File: src/rtl/mem_port_arbiter.sv
// Shares one single-ported memory between the fetch (imem) and MEM-stage (dmem) ports.
// Optional imem fairness is built only when YARC_ARB_FAIRNESS_EN is defined.
module mem_port_arbiter #(
  parameter int unsigned DMEM_BURST_MAX = 4
) (
  input  logic        clk_i,
  input  logic        rstn_i,
  input  logic        imem_req_i,
  input  logic [31:0] imem_addr_i,
  output logic        imem_gnt_o,
  output logic        imem_rvalid_o,
  output logic [31:0] imem_rdata_o,
  input  logic        dmem_req_i,
  input  logic [31:0] dmem_addr_i,
  input  logic [3:0]  dmem_wsel_byte_i,
  input  logic [31:0] dmem_wdata_i,
  output logic        dmem_gnt_o,
  output logic        dmem_rvalid_o,
  output logic [31:0] dmem_rdata_o,
  output logic        mem_req_o,
  output logic [31:0] mem_addr_o,
  output logic [3:0]  mem_wsel_byte_o,
  output logic [31:0] mem_wdata_o,
  input  logic        mem_gnt_i,
  input  logic        mem_rvalid_i,
  input  logic [31:0] mem_rdata_i,
  output logic        busy_o,
  output logic        err_o
);

  // state  | meaning
  // S_IDLE | no access outstanding; winner drives the memory request
  // S_WAIT | one access granted, waiting for mem_rvalid_i
  typedef enum logic {S_IDLE = 1'b0, S_WAIT = 1'b1} state_t;

  state_t state, state_nxt;
  logic   owner_dmem;
  logic   err_q;
  logic   imem_first;
  logic   pick_dmem;
  logic   any_req;
  logic   grant;

`ifdef YARC_ARB_FAIRNESS_EN
  localparam logic [2:0] BURST_MAX = 3'(DMEM_BURST_MAX);
  logic [2:0] burst_cnt;

  assign imem_first = imem_req_i && (burst_cnt == BURST_MAX);

  // Counts dmem grants that overtook a waiting imem request.
  always_ff @(posedge clk_i or negedge rstn_i) begin
    if (!rstn_i)                          burst_cnt <= '0;
    else if (!imem_req_i || imem_gnt_o)   burst_cnt <= '0;
    else if (dmem_gnt_o && burst_cnt != 3'd7) burst_cnt <= burst_cnt + 3'd1;
  end
`else
  logic unused_burst_max;
  assign unused_burst_max = (DMEM_BURST_MAX != 0);
  assign imem_first       = 1'b0;
`endif

  assign any_req   = imem_req_i || dmem_req_i;
  assign pick_dmem = dmem_req_i && !imem_first;
  assign grant     = (state == S_IDLE) && any_req && mem_gnt_i;

  always_ff @(posedge clk_i or negedge rstn_i) begin
    if (!rstn_i) state <= S_IDLE;
    else         state <= state_nxt;
  end

  always_comb begin
    state_nxt = state;
    unique case (state)
      S_IDLE: if (grant)        state_nxt = S_WAIT;
      S_WAIT: if (mem_rvalid_i) state_nxt = S_IDLE;
    endcase
  end

  always_comb begin
    mem_req_o       = 1'b0;
    mem_addr_o      = imem_addr_i;
    mem_wsel_byte_o = 4'b0000;
    mem_wdata_o     = '0;
    imem_gnt_o      = 1'b0;
    dmem_gnt_o      = 1'b0;
    imem_rvalid_o   = 1'b0;
    dmem_rvalid_o   = 1'b0;
    busy_o          = 1'b0;
    if (rstn_i) begin
      unique case (state)
        S_IDLE: begin
          mem_req_o = any_req;
          if (pick_dmem) begin
            mem_addr_o      = dmem_addr_i;
            mem_wsel_byte_o = dmem_wsel_byte_i;
            mem_wdata_o     = dmem_wdata_i;
          end
          imem_gnt_o = grant && !pick_dmem;
          dmem_gnt_o = grant && pick_dmem;
        end
        S_WAIT: begin
          busy_o        = 1'b1;
          imem_rvalid_o = mem_rvalid_i && !owner_dmem;
          dmem_rvalid_o = mem_rvalid_i && owner_dmem;
        end
      endcase
    end
  end

  always_ff @(posedge clk_i or negedge rstn_i) begin
    if (!rstn_i) begin
      owner_dmem <= 1'b0;
      err_q      <= 1'b0;
    end else begin
      if (grant) owner_dmem <= pick_dmem;
      // A response with nothing outstanding means the memory side lost sync.
      if (state == S_IDLE && mem_rvalid_i) err_q <= 1'b1;
    end
  end

  assign err_o        = err_q;
  assign imem_rdata_o = mem_rdata_i;
  assign dmem_rdata_o = mem_rdata_i;

endmodule

File: config.mk
export PLATFORM = sky130hd
export DESIGN_NAME = mem_port_arbiter
export DESIGN_NICKNAME = d
export VERILOG_FILES = /design/src/rtl/mem_port_arbiter.sv
export SDC_FILE = /design/constraint.sdc
export NUM_CORES = 1
export LEC_CHECK = 0
export CAP_MARGIN = 5
export CORE_AREA = 2 2 108 110
export CTS_BUF_LIST = sky130_fd_sc_hd__clkbuf_16
export CTS_CLUSTER_SIZE = 8
export DETAILED_ROUTE_END_ITERATION = 8
export DIE_AREA = 0 0 110 112
export PLACE_DENSITY = 0.66
export SETUP_SLACK_MARGIN = 0.15
export SYNTH_ARGS = -nofsm -noshare
export SYNTH_HDL_FRONTEND = slang
export SYNTH_SLANG_ARGS = --single-unit
File: constraint.sdc
create_clock -name clk_i -period 1.7 [get_ports clk_i]
set_clock_uncertainty 0.1 [all_clocks]
set_input_delay 0.34 -clock clk_i [delete_from_list [all_inputs] [get_ports clk_i]]
set_output_delay 0.34 -clock clk_i [all_outputs]
set_load 0.01 [all_outputs]
### Yosys cells after proc, flatten, opt, wreduce, memory -nomap -nowiden

Index checks and enable logic that the tools add are counted.

| storage, ports and cells | value |
|---|---|
| register bits after elaboration | 3 |
| latch bits | 0 |
| bits in writable memories | 0 |
| bits in read-only memories | 0 |
| input bits | 138 |
| output and inout bits | 139 |
| logic and storage cells | 38 |
| memories kept | 0 |

| operators by class | value |
|---|---|
| add/sub/neg operators | 0 |
| $mul | 0 |
| divide/modulo/power cells | 0 |
| order comparisons | 0 |
| equality and inequality tests | 0 |
| shift-type cells | 0 |
| muxes and demuxes | 24 |
| bitwise operators | 1 |
| reduce and logical (&&, ||, !) cells | 10 |

Operators by type and width:

| operator | count |
|---|---|
| $mux 32 | 6 |
| $mux 1 | 14 |
| $mux 4 | 3 |
| $logic_and 1x1->1 | 7 |
| $logic_not 1->1 | 2 |
| $pmux 1 s2 | 1 |
| $logic_or 1x1->1 | 1 |
| $not 1->1 | 1 |

### Logic depth before layout (Yosys ltp)

Gate-level depths: netlist of the first run.

| logic depth | value |
|---|---|
| word-level depth | 6 |
| depth in mapped cells | 5 |
| depth with buffers taken out | 2 |

### Least setup slack after synthesis of the first run

No wires, ideal clock.

| timing | value |
|---|---|
| path kind | register to output |
| start | register state |
| end | output port mem_addr_o[10] |
| arrival time | 1.208 ns |
| data required time | 1.260 ns |
| slack | 0.052 ns |
| cell stages (with the launch flop) | 5 |
| buffers on the path | 2 |
| cells stage by stage | dfrtp_1 -> and3b_1 -> buf_6 -> buf_6 -> mux2_4 |

| on the way | value |
|---|---|
| longest elaborated chain between the ends | 2 |

Ends and longest elaborated chain:

| element | RTL line | RTL |
|---|---|---|
| start: declaration | 36 | `state_t state, state_nxt;` |
| start signal: assignment | 68 | `else state <= state_nxt;` |
| $mux 32 | 90 | `unique case (state)` |
| $mux 32 | 89 | `if (rstn_i) begin` |
| end: declaration | 21 | `output logic [31:0] mem_addr_o,` |

No other way between the ends.

### Final worst setup path of the first run

| timing | value |
|---|---|
| start | register state |
| end | output port mem_addr_o[14] |

Same word-level chain as after synthesis.

==> results of run 1 <==
cell families after synthesis:
family	synth area share [%]
AND/OR/NAND/NOR	20.7
AO/OA/AOI/OAI	1.65
buffers and inverters	39.2
flip-flops	5.19
multiplexers	33.2
sequential cells by signal, summed over array words and instances, names as in the netlist:
signal / flops
err_o: 1
state: 1
owner_dmem: 1
what timing repair did:
item                       in CTS  in global routing
gates resized for setup       357                 12
setup buffers                  18                  1
setup endpoints to repair      75                 74
pin swaps                       6                  1
gates cloned                    4                  0
worst register-to-register path: cells and delay by family, from the launching register on:
| kind | cells | cell delay, ns |
|---|---|---|
| flops | 1 | 0.39 |
| buf+inv | 3 | 0.38 |
| compound gates | 1 | 0.22 |
| simple gates | 1 | 0.14 |
synth_stat cells:
master,count
buf_4,64
nand3b_1,1
dfrtp_1,3
buf_6,7
and2_1,37
a21o_1,1
and3b_1,1
nand2b_1,2
o22ai_1,1
inv_1,1
nand2_1,2
nand3_1,1
clkbuf_1,1
a32o_1,1
nor2_1,4
and3_1,1
mux2_4,32
nor3_1,1
layout make-up:
cell class	count	area (sq um)	share of cell area (%)
clock buffer	3	75.1	2.11
clock inverter	1	3.75	0.106
inverter	1	3.75	0.106
multi-input combinational	85	901	25.4
sequential	3	75.1	2.11
tap	143	179	5.04
timing repair buffer	211	2320	65.2
worst min-delay path by stage:
stage                 endpoint  slack [ns]  cells past startpoint
global placement         err_o        0.35                      1
finish              owner_dmem        0.09                      2
CTS                      err_o        0.08                      2
global route        owner_dmem         0.1                      2
detailed placement       err_o        0.35                      1
floorplan                err_o       -0.06                      0
power by group through the flow:
stage	logic [uW]	clock network [uW]	registers (uW)
floorplan	463	0	87.8
global placement	806	0	88.0
detailed placement	813	0	88.0
CTS	987	377	88.0
global route	1050	387	89.5
finish	988	372	89.1
layer usage:
layer	up-vias	part of all wire (%)
met3	9	12
met1	707	34
li1	740	-
met5	-	0
met2	123	54
met4	0	0.51
through the flow:
step                util (%)  worst slack (ns)
floorplan                  -            0.0555
global placement        26.9            -0.883
detailed placement      26.9            -0.909
CTS                     31.4            -0.484
global route            31.8            -0.546
finish                  31.8            -0.492
==> flow_metrics.env, run 1 <==
export IMPL_clk_path_buf_depth=2
export IMPL_grt_use_met2_pct=19.1
export IMPL_final_nets=443
export IMPL_critPathBufInv=4
export IMPL_seq_area_frac_synth_pct=5.19
export IMPL_crit_chain="and3b_4, buf_12, buf_12, buf_16, mux2_4, buf_6"
export IMPL_fin_tns_setup_ns=-30.01
export IMPL_startpoint="state"
export IMPL_syn_inst=161
export IMPL_p_leak_uw=0.00155
export IMPL_ant_nets=0
export IMPL_required_ns=1.26
export IMPL_path_depth=6
export IMPL_grtUsageTotal_pct=9.96
export IMPL_dieHeight_um=112
export IMPL_use_met3_pct=3.63
export IMPL_cts_sinks=3
export IMPL_grt_pass1_vias=1754
export IMPL_yosys_area_top_type_share_pct=33.2
export IMPL_die_x_um=110
export IMPL_io_pins=277
export IMPL_worst_setup_path_start_kind="flop"
export IMPL_finalPower_uw=1450
export IMPL_fillCellCount=1167
export IMPL_root_buffer="clkbuf_16"
export IMPL_wire_per_inst_um=14.9
export IMPL_core_sq_mm=0.0112
export IMPL_final_area_sq_mm=0.00355
export IMPL_fin_crit_ns=2.19
export IMPL_grt_antenna_before_repair=0
export IMPL_portBuffers=180
export IMPL_drtIter0Drc=15
export IMPL_cellInternalPower_uw=1070
export IMPL_synth_largest_area_cell="buf_4"
export IMPL_cts_buffers=3
export IMPL_synth_seq_cells=3
export IMPL_cp_slowest_cell="dfrtp_1"
export IMPL_power_switching_share_pct=26.2
export IMPL_slew_viol_final=0
export IMPL_reg2reg_depth=5
export IMPL_h_tree_depth=1
export IMPL_ir_drop_uv=380
export IMPL_cpPeakStageDelay_ns=0.39
export IMPL_fp_dieArea_sq_mm=0.0123
export IMPL_max_freq_mhz=456
export IMPL_vias_per_cell=3.53
export IMPL_r2r_end="owner_dmem"
export IMPL_cts_hold_buf=0
export IMPL_syn_nets=299
export IMPL_crit_top_cell="buf_12"
export IMPL_layout_commonest_cell="clkdlybuf4s50_1"
export IMPL_start_util_pct=12.9
export IMPL_crit_path_end_kind="output port"
export IMPL_critPathTopFamily="buffers and inverters"
export IMPL_tightest_slew_ns=0.175
export IMPL_cts_tree="yes"
export IMPL_grt_start_max_net_pins=20
export IMPL_final_cells=447
export IMPL_dpl_cell_count=420
export IMPL_slew_headroom_pct=88.3
export IMPL_first_pass_iters=3
export IMPL_overflow=0
export IMPL_clkTransAtPathRegs_ns=0.03
export IMPL_dr_total_vias=1579
export IMPL_grt_pass1_wl_um=9250
export IMPL_fin_ws_ns=-0.492
export IMPL_rows=39
export IMPL_rsz0062_at_grt="true"
export IMPL_final_cell_mix="102 x clkdlybuf4s50_1, 57 x buf_6, 32 x mux2_4, 25 x and2_4, 18 x clkdlybuf4s15_2"
export IMPL_p_seq_share_pct=6.1
export IMPL_p_per_area_mw_per_mm2=408
export IMPL_gp_congestion=0.675
export IMPL_cp_endpoint="mem_addr_o[14]"
export IMPL_final_hold_viol_count=0
export IMPL_netlist_area_sq_mm=0.00145
export IMPL_synth_avg_cell_area_sq_um=8.98
export IMPL_path_class="reg2out"
export IMPL_drt_wl_total_um=6650
export IMPL_comb_power_share_pct=68.2
export IMPL_synth_area_leaders="buf_4 33%, mux2_4 33%, and2_1 16%"
export IMPL_drv_cap=0
export IMPL_reg2reg_slack_ns=0.36
export IMPL_grt_busiest_layer="met2"
export IMPL_clockPowerShare_pct=25.7
export IMPL_insertion_delay_ns=0.22
export IMPL_p_sw_uw=379
export IMPL_status="finished with violations"
export IMPL_fin_hold_ws_ns=0.0891
export IMPL_setup_viol=73
export IMPL_drive_gt1_share_pct=56.6
export IMPL_drc=0
export IMPL_dp_final_hpwl_um=5100
export IMPL_hold_path_class="in2async"
export IMPL_arrival_ns=1.75
export IMPL_yosys_warnings=0
export IMPL_cp_max_fo=7
export IMPL_synth_cell_types=18
export IMPL_diodes=0
export IMPL_dpl_cell_area_sq_mm=0.00300
export IMPL_violations="setup timing"
export IMPL_r2r_start="state"
export IMPL_period_share_pct=129
export IMPL_met1_usage_pct=10.2
export IMPL_area_growth_pct=146
Power figures use the tool's default switching activity.
==> run 2, diff against run 1 <==
--- a/config.mk
+++ b/config.mk
@@ -13,2 +13,3 @@
 export DIE_AREA = 0 0 110 112
+export GPL_TIMING_DRIVEN = 0
 export PLACE_DENSITY = 0.66
==> constraint.sdc (replaced) <==
create_clock -name clk_i -period 1.7 [get_ports clk_i]
set_clock_uncertainty 0.1 [all_clocks]
set_input_delay 0.255 -clock clk_i [delete_from_list [all_inputs] [get_ports clk_i]]
set_output_delay 0.255 -clock clk_i [all_outputs]
set_load 0.01 [all_outputs]
==> run 2 against run 1 <==
  * Die area unchanged
  * Highest routed layer is now met3
  * Via count increased by 29%
  * Power increased by 15%
  * Critical endpoint is now mem_addr_o[6]
  * The run still ends with setup timing left
==> flow_metrics.env, run 2 (synthesized netlist as in run 1, its figures left out) <==
export IMPL_cts_sinks=3
export IMPL_portBuffers=244
export IMPL_max_freq_mhz=486
export IMPL_crit_top_cell="buf_6"
export IMPL_p_leak_uw=0.00207
export IMPL_p_per_area_mw_per_mm2=374
export IMPL_grt_antenna_before_repair=0
export IMPL_p_seq_share_pct=5.3
export IMPL_fin_tns_setup_ns=-15.75
export IMPL_grt_start_max_net_pins=11
export IMPL_cpPeakStageDelay_ns=0.38
export IMPL_core_sq_mm=0.0112
export IMPL_preCtsSetupSlack_ns=-0.988
export IMPL_gp_congestion=0.716
export IMPL_insertion_delay_ns=0.22
export IMPL_worst_setup_path_start_kind="flop"
export IMPL_clockPowerShare_pct=21.8
export IMPL_period_share_pct=121
export IMPL_drtIter0Drc=34
export IMPL_tightest_slew_ns=0.191
export IMPL_rsz0062_at_grt="true"
export IMPL_status="finished with violations"
export IMPL_setup_viol=68
export IMPL_root_buffer="clkbuf_16"
export IMPL_slew_viol_final=0
export IMPL_slew_headroom_pct=87.3
export IMPL_start_util_pct=12.9
export IMPL_final_nets=564
export IMPL_grtUsageTotal_pct=10.1
export IMPL_ant_nets=0
export IMPL_violations="setup timing"
export IMPL_dieHeight_um=112
export IMPL_h_tree_depth=1
export IMPL_rows=39
export IMPL_finalPower_uw=1670
export IMPL_die_x_um=110
export IMPL_final_cells=568
export IMPL_critPathBufInv=5
export IMPL_overflow=0
export IMPL_final_area_sq_mm=0.00446
export IMPL_grt_pass1_vias=2113
export IMPL_drive_gt1_share_pct=50.8
export IMPL_drt_wl_total_um=7270
export IMPL_vias_per_cell=3.60
export IMPL_dr_total_vias=2044
export IMPL_area_growth_pct=209
export IMPL_final_hold_viol_count=0
export IMPL_hold_path_class="reg2reg"
export IMPL_p_sw_uw=431
export IMPL_dp_final_hpwl_um=6460
export IMPL_ir_drop_uv=596
export IMPL_drc=0
export IMPL_path_class="reg2out"
export IMPL_power_switching_share_pct=25.8
export IMPL_fp_dieArea_sq_mm=0.0123
export IMPL_cts_buffers=3
export IMPL_cp_slowest_cell="dfrtp_1"
export IMPL_first_pass_iters=4
export IMPL_grt_pass1_wl_um=9940
export IMPL_fillCellCount=1099
export IMPL_clk_path_buf_depth=2
export IMPL_layout_commonest_cell="clkdlybuf4s50_1"
export IMPL_cellInternalPower_uw=1240
export IMPL_wire_per_inst_um=12.8
export IMPL_drv_cap=0
export IMPL_fin_ws_ns=-0.358
export IMPL_critPathTopFamily="buffers and inverters"
export IMPL_cp_max_fo=5
export IMPL_crit_chain="and3b_1, buf_6, buf_12, buf_12, buf_6, mux2_4, buf_6"
export IMPL_dpl_cell_area_sq_mm=0.00407
export IMPL_comb_power_share_pct=72.9
export IMPL_cts_tree="yes"
export IMPL_required_ns=1.34
export IMPL_dpl_cell_count=548
export IMPL_final_cell_mix="167 x clkdlybuf4s50_1, 67 x buf_4, 59 x buf_6, 32 x mux2_4, 20 x and2_4"
export IMPL_crit_path_end_kind="output port"
export IMPL_arrival_ns=1.70
export IMPL_diodes=0
export IMPL_clkTransAtPathRegs_ns=0.03
export IMPL_fin_crit_ns=2.06
export IMPL_io_pins=277
==> run 2: cell count changes in the layout (fill, tap and decap cells not counted), sizes merged <==
cell / before / now
clkdlybuf4s50: 102 / 167
dlygate4sd3: 0 / 1
clkdlybuf4s15: 18 / 5
dlygate4sd2: 4 / 2
buf: 87 / 157
==> run 2: layout make-up <==
type / instances / area [sq um] / share of cell area, %
Buffer: 72 / 604 / 13.5
Clock buffer: 3 / 75.1 / 1.68
Clock inverter: 1 / 3.75 / 0.0841
Inverter: 1 / 3.75 / 0.0841
Multi-Input combinational cell: 85 / 858 / 19.2
Sequential cell: 3 / 75.1 / 1.68
Tap cell: 143 / 179 / 4.01
Timing Repair Buffer: 260 / 2660 / 59.7
==> run 2: path summary, 6_finish.rpt <==
path	to	slack [ns]	cells past startpoint	from
worst min register to register	err_o	0.36	1	err_o
worst max register to register	owner_dmem	0.59	3	state
worst min-delay path	err_o	0.36	1	err_o
max in group asynchronous	owner_dmem	0.84	2	rstn_i
min in group asynchronous	err_o	0.50	2	rstn_i
worst max-delay path	mem_addr_o[6]	-0.36	7	state
==> run 2: power by group through the flow <==
| stage | Combinational, uW | Sequential [uW] | Clock [uW] |
|---|---|---|---|
| 5_1_grt | 1290 | 88.4 | 381 |
| 6_report | 1220 | 87.6 | 364 |
| 4_1_cts | 1210 | 89.6 | 371 |
| 3_3_place_gp | 1080 | 89.0 | 0 |
| 2_1_floorplan | 441 | 87.8 | 0 |
| 3_5_place_dp | 1090 | 90.0 | 0 |
==> run 2: per-layer routing <==
layer	up-vias	global-route usage [%]	wire [um]
met5	-	0	0
met4	0	1.01	0
met3	0	3.45	1070
met2	146	21.6	4060
met1	914	8.78	2140
li1	984	-	-
==> run 2: repair_timing <==
item,CTS,global route
cloned,4,0
hold buffers,1,0
setup endpoints to repair,74,72
pin swaps,3,12
endpoints found under the hold margin,3,0
buffers inserted,8,3
gates resized for setup,388,14
==> run 2: metrics by stage <==
stage | util, % | hold WS [ns]
6_report | 39.9 | 0.355
4_1_cts | 39.5 | 0.360
2_1_floorplan | - | -0.141
5_1_grt | 39.9 | 0.378
3_5_place_dp | 36.4 | 0.349
3_3_place_gp | 36.4 | 0.349
==> run 2: worst register-to-register path: stages, from the launching register on <==
cell and delay [ns]:
dfrtp_1 0.38, buf_4 0.15, nand3b_1 0.14, a32o_1 0.22
==> RTL edit, RTL diff (config.mk and constraints of run 2) <==
Put one more register stage on the output `err_o`, with the module's reset. The value now appears one clock later. The other outputs are not delayed to match.
--- a/src/rtl/mem_port_arbiter.sv
+++ b/src/rtl/mem_port_arbiter.sv
@@ -120,3 +120,9 @@
 
-  assign err_o        = err_q;
+  always_ff @(posedge clk_i or negedge rstn_i) begin
+    if (!rstn_i) begin
+      err_o <= '0;
+    end else begin
+      err_o <= err_q;
+    end
+  end
   assign imem_rdata_o = mem_rdata_i;
Formal check against the unedited RTL: not equivalent (Yosys sat finds a counterexample within 4 cycles, from zero or initial values and one cycle with rstn_i low).
==> RTL edit against run 2 <==
The flow still finishes with violations (setup timing); setup slack better by 0.0069 ns; die area unchanged; final cell count down 0.18%; routed wire length down 2.8%; first-iteration DRC count down 50%; sequential cell count up 1; sequential share of layout area up 0.55 points; total power up 1.5%; synthesized area up 1.7%; synthesized cell count up 0.62%; non-clock buffer count down 1; design area up 0.64%; critical endpoint is now mem_addr_o[10]; largest cell class unchanged; highest routed layer is now met4.
==> RTL edit: results <==
[power]
power.switching_mw = 0.433
power_leakage_nw = 2.08
power.ir.vdd_worst_mv = 0.419

[layout]
final_layout_size_suffix_gt1_frac = 0.524
layout.nets = 564
antennaDiodeCount = 0
fill_count = 1095

[placement]
routability_congestion_estimate = 0.714
dp_hpwl_mm = 6.23
portBuffers = 244

[drt]
detailedRoute.firstIterationViolations = 17
dr.max_layer_used = met4
total_length_of_routed_met3_wires_um = 884
wl_mm = 7.06
routed-wl-met2_mm = 3.93
via_per_inst = 3.53
met1_length_mm = 2.21
drtPass1Iterations = 4

[outcome]
violated_checks = setup timing
status = complete, but fails checks

[setup_path]
timing.critical_path.max_delay_family = buffers and inverters
slowest_delay_ns = 0.37
worst_path_max_delay_cell = dfrtp_1
worst_ep_arrival_time_ns = 1.70

[clock_network]
tritoncts_buffer_count = 3
cts-resized-gates = 383
cts_max_path_buffers = 2
cts_root_buf = clkbuf_16
post-cts-setup-buffer-count = 9
htreeDepth = 1
postCtsHoldBufs = 1
clkLatencyLatePin_ns = 0.22

[sta]
slew_headroom = 0.867
setup_tns_ns = -17.42
setup_viol_count_final = 68
timing.final.ws_setup_ns = -0.351

[global_routing]
met3_usage_grt = 0.0345
track_usage = 0.0990
vias_in_the_first_global_route = 1955
maximum_number_of_pins_on_one_net_before_global_route_repair = 11
antenna_found_initial = 0
grt_util_met2 = 0.199
grt_pass1_wl_mm = 9.76
gr-usage-met1 = 0.0960

[logic_synthesis]
synth_area_leader_cell = buf_4
async_reset_ff_frac = 1.00
seq_area_frac_synth = 0.0681
most_used_flip_flop_cell_after_synthesis = dfrtp_1
top_cells_by_instance_count_after_synthesis = 64 x buf_4, 37 x and2_1, 32 x mux2_4
distinct_cell_type_count_after_synthesis = 18
synth_fp_nets = 300
yosys-top-cells-area = buf_4 33%, mux2_4 33%, and2_1 16%
yosysWarningCount = 0

[hold_path]
worstHoldPathType = flip-flop to flip-flop
==> RTL edit: cell count changes after synthesis <==
cell	run 2	this run
dfrtp_1	3	4
==> RTL edit: layout make-up <==
class	count	area share
clock buffers	3	0.0167
plain buffers	72	0.135
inverters	1	0.000836
well taps	143	0.0398
repair buffers	259	0.589
multi-input cells	85	0.196
flip-flops and latches	4	0.0223
==> RTL edit: path summary, 6_finish.rpt <==
path,cells past startpoint,slack [ns],to,from
max,7,-0.35,mem_addr_o[10],state
min,0,0.28,err_o,err_q
max reg2reg,3,0.60,owner_dmem,state
min reg2reg,0,0.28,err_o,err_q
max in group asynchronous,2,0.84,owner_dmem,rstn_i
min in group asynchronous,2,0.49,err_q,rstn_i
==> RTL edit: kinds of logic (layout without fill, tap and decap cells) <==
kind of cell / count (synthesis) / after routing / share of synthesized area
DFF: 4 / 4 / 0.0681
AOI/OAI and AO/OA: 3 / 3 / 0.0162
buffers and inverters: 73 / 335 / 0.386
muxes: 32 / 32 / 0.327
and+or+nand+nor: 50 / 50 / 0.203
==> RTL edit: metrics by stage <==
stage,instances,util,worst slack (ns),hold slack (ns),instance area [um^2]
after CTS,564,0.391,-0.361,0.285,4370
after global placement,549,0.366,-0.951,0.265,4090
after floorplan,162,-,0.137,-0.141,1470
final,567,0.402,-0.351,0.282,4490
after detailed placement,549,0.366,-0.982,0.278,4090
after global routing,567,0.402,-0.406,0.315,4490
==> RTL edit: power by group through the flow <==
stage	clock network, mW	logic (mW)	registers [mW]
floorplan	0	0.441	0.112
global placement	0	1.08	0.114
detailed placement	0	1.09	0.115
CTS	0.371	1.19	0.111
global route	0.381	1.29	0.112
finish	0.364	1.22	0.111
